$ cat src/rtl/sdram_cmd_fifo.sv
// sdram_cmd_fifo: show-ahead command FIFO for the SDRAM controller plus a 3-flop input synchronizer
module sdram_cmd_fifo #(
  parameter int DATA_W     = 44,
  parameter int DEPTH_LOG2 = 4
) (
  input  logic                  clock,
  input  logic                  aclr,
  input  logic                  wrreq,
  input  logic [DATA_W-1:0]     data,
  input  logic                  rdreq,
  output logic [DATA_W-1:0]     q,
  output logic                  rdempty,
  output logic                  wrfull,
  output logic [DEPTH_LOG2:0]   usedw,
  input  logic                  async_in,
  output logic                  sync_out
);
  localparam int DEPTH = 1 << DEPTH_LOG2;
  localparam logic [DEPTH_LOG2-1:0] PTR_ONE = DEPTH_LOG2'(1);
  localparam logic [DEPTH_LOG2:0] CNT_ONE = (DEPTH_LOG2+1)'(1);
  localparam logic [DEPTH_LOG2:0] CNT_FULL = (DEPTH_LOG2+1)'(DEPTH);
  logic [DATA_W-1:0]     mem [DEPTH];
  logic [DEPTH_LOG2-1:0] wptr, rptr;
  logic [DEPTH_LOG2:0]   count;
  logic [2:0]            sync;
  logic                  push, pop;
  assign rdempty  = count == '0;
  assign wrfull   = count == CNT_FULL;
  assign usedw    = count;
  assign q        = mem[rptr];
  assign sync_out = sync[2];
  assign push     = wrreq && !wrfull;
  assign pop      = rdreq && !rdempty;
  // memory is cleared too so q reads 0, never X, straight after reset
  always_ff @(posedge clock or posedge aclr)
    if (aclr) begin
      for (int i = 0; i < DEPTH; i++) mem[i] <= '0;
      wptr  <= '0;
      rptr  <= '0;
      count <= '0;
      sync  <= '0;
    end else begin
      if (push) begin
        mem[wptr] <= data;
        wptr      <= wptr + PTR_ONE;
      end
      if (pop) rptr <= rptr + PTR_ONE;
      if (push && !pop) count <= count + CNT_ONE;
      else if (pop && !push) count <= count - CNT_ONE;
      sync <= {sync[1:0], async_in};
    end
endmodule

$ cat config.mk
export PLATFORM = sky130hd
export DESIGN_NAME = sdram_cmd_fifo
export DESIGN_NICKNAME = d
export VERILOG_FILES = /design/src/rtl/sdram_cmd_fifo.sv
export SDC_FILE = /design/constraint.sdc
export NUM_CORES = 1
export LEC_CHECK = 0
export CAP_MARGIN = 10
export CORE_ASPECT_RATIO = 0.9
export CORE_MARGIN = 2
export CORE_UTILIZATION = 40
export DETAILED_ROUTE_END_ITERATION = 10
export HOLD_SLACK_MARGIN = 0.06
export PLACE_DENSITY = 0.65
export REMOVE_ABC_BUFFERS = 1
export SLEW_MARGIN = 20
export SYNTH_ARGS = -nofsm -noshare
export SYNTH_HDL_FRONTEND = slang
export SYNTH_SLANG_ARGS = --single-unit
$ cat constraint.sdc
create_clock -name clock -period 26.4 [get_ports clock]
set_input_delay 2.64 -clock clock [delete_from_list [all_inputs] [get_ports clock]]
set_output_delay 2.64 -clock clock [all_outputs]
set_load 0.005 [all_outputs]
---- Word-level counts from Yosys, hierarchy flattened ----
Index checks and enable logic that the tools add are counted.
storage, ports and cells
  bits in registers ....................... 720
  input bits .............................. 49
  output and inout bits ................... 52
operators by class
  reductions and logical operators ........ 11
  add/sub/neg operators ................... 4
  $lt $le $gt $ge ......................... 3
  muxes and demuxes ....................... 8
  bitwise logic cells ..................... 2
  equal/unequal tests ..................... 1
operators by type and width
  kind                   number
  $bwmux W704            1
  $bmux W44 S4           1
  $demux W44 S4          1
  $mux W44               3
  $ge A5 B5 Y1 const B   2
  $mux W5                2
  $not A4 Y5             2
  $add A4 B1 Y4 const B  2
  $add A5 B1 Y5 const B  1
  $eq A5 B5 Y1 const B   1
  $logic_and A1 B1 Y1    5
  $logic_not A5 Y1       1
  $lt A5 B1 Y1 const B   1
  $sub A5 B1 Y5 const B  1
  $logic_not A1 Y1       4
  $reduce_bool A2 Y1     1

---- Depth between registers and ports, before layout ----
  depth in word-level cells ............... 7
  depth in mapped cells ................... 11
  mapped depth without buffers ............ 10

---- Worst setup path after synthesis ----
Ideal clock, no wire load.
  kind .................................... register to output
  from .................................... register rptr[0]
  to ...................................... output q[10]
  slack ................................... 21.928 ns
  cell stages (with the launch flop) ...... 6
  required time ........................... 23.760 ns
  arrival ................................. 1.832 ns
  cells stage by stage .................... dfrtp_1 clkbuf_1 clkbuf_1 mux4_2 a22oi_1 nand2_1
between the ends
  word-level cells in the longest chain between the ends .. 4
ends and longest elaborated chain
  element                                       RTL line  text
  start, declared                               23        logic [DEPTH_LOG2-1:0] wptr, rptr;
  start signal, assigned                        47        if (pop) rptr <= rptr + PTR_ONE;
  $not A4 Y5 (not written as such)              30        assign q = mem[rptr];
  $bmux W44 S4                                  30
  $mux W44 (not written as such) (2 in series)  30
  end, declared                                 11        output logic [DATA_W-1:0] q,
Every way passes these cells. The select of a mux whose other input is x is not followed.

---- Worst setup path after layout ----
  from .................................... register rptr[0]
  to ...................................... output q[33]
Same word-level chain as after synthesis.

==> run metrics <==
Final Hold Viols=0; Worst EP arrival=4930 ps; fin. max-slew vios=0; DRT Pass-1 Iters=5; Max Buffers Root-to-Sink=3; I/O pin cnt=101; fmax=132.0 MHz; die height=278.1 microns; ANT cells=0; post-CTS resize count=0; DR vias=18913; routability cong.=0.7114; total routed wirelength=81380 microns; Int Pwr=3356 uW; Hold Slack=345.7 ps; hold path start=sync[0]; share of the synthesized area in the top cell type=0.5397; setup TNS=0 ps; period utilization=0.2869; reg-to-reg critical path startpoint=usedw[0]; CP Launch Type=flip-flop; CP max FO=116; top-count cell post-synth=dfrtp_1; first-pass GRT wire length=127400 microns; Root Buffer=clkbuf_16; crit-path cells=buf_12 > buf_4 > mux2i_1 > a221oi_1 > o21ai_0 > nand2_1 > clkdlybuf4s50_1; most frequent cells after synthesis=dfrtp_1 (720), mux2_2 (602), mux2i_1 (177); Post-Route Skew=20.08 ps; total CTS buffers=76; multi-input logic area=14090 sq um; Tmin final=7575 ps; Peak VDD IR=94.60 uV; Switch Pwr=1609 uW; Crit path largest cell delay=1120 ps; total gr overflow=0; post-detail-place hpwl=44200 microns; FP Rows=100; hold bufs inserted after CTS=0; worst skew pair latency=620 ps; sequential area share after synthesis=0.5397; vias in the first global route=20322; Seq pwr share=0.391; WP data required=23760 ps; worst hold-check path type=flip-flop to flip-flop; Syn. warnings=0; DRT antenna net count=0; Core Area=82700 sq um; Critical path origin=rptr[0]; Reg clk slew, reported paths=60 ps; synth unique cells=37; final setup violation count=0; TritonCTS clock tree=done; Layout fillers=7182; mapped cell area=33380 sq um; clk sinks=720; area grow syn2layout=11.96%; Worst Setup End Kind=output pin; EDFF count, synth=0; Register Area=18030 sq um; top cell type by total area after synthesis=dfrtp_1; initial antenna violation count=4; post-synthesis sequential element count=720; Initial Utilization=0.4037; LEAKAGE=0.01664 uW; IO Port Bufs=100; Logic pwr share=0.391; largest net degree at the start of global routing=117; Clk pwr share=0.218; via/cell ratio=5.609; fraction of layout cells with a size suffix above 1=0.4151; Post-synth ARST share=1.000; Post-CTS Setup Inserts=0; Routed WL per cell=24.13 microns; max-cap violation count=0; Sw Share=0.3240; H-tree Lvls=3; 1st-iter DRT viols=1239; pwr dens=132.8 nW/um^2; crit path kind=flip-flop to output pin; DRC Markers=0; RSZ-0062 raised after global routing=no; slew margin rel.=0.2548; Die Wd=308.5 microns; ys flop type=dfrtp_1; status=finished clean; synth top area cells=dfrtp_1 (54%), mux2_2 (20%), mux4_2 (5.9%); Slew @ Worst Pin=1116 ps; Die Footprint=85790 sq um; Cells after Synth=2171; Crit-path slowest cell=dfrtp_4; overall routing resource usage=0.1933; Syn Area/Cell=15.38 sq um; Final nets=2249
per-layer routing:
metal / part of all wire / up-vias / global-route usage
met4: 0.020 / 8 / 0.04528
met2: 0.48 / 362 / 0.3139
li1: - / 8164 / -
met3: 0.040 / 124 / 0.03457
met5: 0.00070 / - / 0
met1: 0.45 / 10255 / 0.2695
stage by stage:
step	area, sq um	utilization	total power, uW	setup slack (ps)	instances
6_report	37380	0.4519	4965	18830	3372
5_1_grt	37380	0.4519	5267	18470	3372
4_1_cts	37350	0.4516	5018	18750	3372
3_5_place_dp	34810	0.4209	3921	19430	3234
3_3_place_gp	34810	0.4209	3837	19450	3234
2_1_floorplan	32100	-	3402	3563	1980
worst max-delay path, delay by kind of cell (launching register included):
kind / cells / cell delay (ps)
simple gates: 1 / 170
buf+inv: 3 / 2070
compound gates: 2 / 550
mux: 1 / 160
flops: 1 / 1120
area by class of cell:
cell class	count	area share
Clock buffer	109	0.06046
Clock inverter	29	0.007666
Inverter	7	0.0009039
Multi-Input combinational cell	1253	0.3769
Sequential cell	720	0.4823
Tap cell	1122	0.03756
Timing Repair Buffer	132	0.03415
final timing paths:
kind,end,slack [ps],cells after the start
worst max-delay path,q[33],18830,7
worst min-delay path,sync[1],350,0
worst max register to register,mem[9],23140,6
worst min register to register,sync[1],350,0
max in group asynchronous,mem[603],21040,5
min in group asynchronous,usedw[0],2530,2
power by group through the flow:
stage | registers (uW) | logic (uW) | clock network [uW]
4_1_cts | 1940 | 1970 | 1110
6_report | 1940 | 1940 | 1080
3_3_place_gp | 1920 | 1920 | 0
5_1_grt | 2010 | 2100 | 1160
2_1_floorplan | 1930 | 1470 | 0
3_5_place_dp | 1960 | 1960 | 0
cells in the final DEF, fill, tap and decap left out, types with 2 or more instances in the layout:
| master | instances |
|---|---|
| xnor2_1 | 8 |
| nand3_4 | 12 |
| clkinv_8 | 2 |
| nor2b_1 | 2 |
| dfrtp_1 | 716 |
| a21oi_1 | 2 |
| mux2_1 | 44 |
| buf_6 | 6 |
| clkbuf_1 | 13 |
| inv_6 | 3 |
| a221oi_1 | 88 |
| ha_1 | 9 |
| nand2_1 | 49 |
| dfrtp_2 | 2 |
| dfrtp_4 | 2 |
| mux2_4 | 60 |
| nand4_4 | 4 |
| clkinv_2 | 17 |
| clkbuf_8 | 17 |
| nor2_1 | 3 |
| o31a_2 | 2 |
| a22oi_1 | 44 |
| o21ai_0 | 47 |
| nor3_1 | 2 |
| bufinv_16 | 4 |
| clkinvlp_4 | 3 |
| mux2_2 | 602 |
| xor2_1 | 2 |
| clkbuf_16 | 79 |
| buf_4 | 25 |
| inv_1 | 5 |
| mux4_2 | 88 |
| clkdlybuf4s50_1 | 100 |
| mux2i_1 | 177 |
| a21o_1 | 2 |
cell families (layout without fill, tap and decap cells):
kind of cell,after synthesis,count (layout),synth area share
buf+inv,198,277,0.03916
compound gates,185,185,0.04134
simple gates,77,77,0.01589
flops,720,720,0.5397
mux,971,971,0.3573
fa+ha+maj,10,10,0.003973
xor+xnor,10,10,0.002624
sequential cells by signal, summed over array words and instances (netlist names):
name,flops
mem,704
rptr,4
sync,3
usedw,5
wptr,4
(Power assumes the default switching activity.)
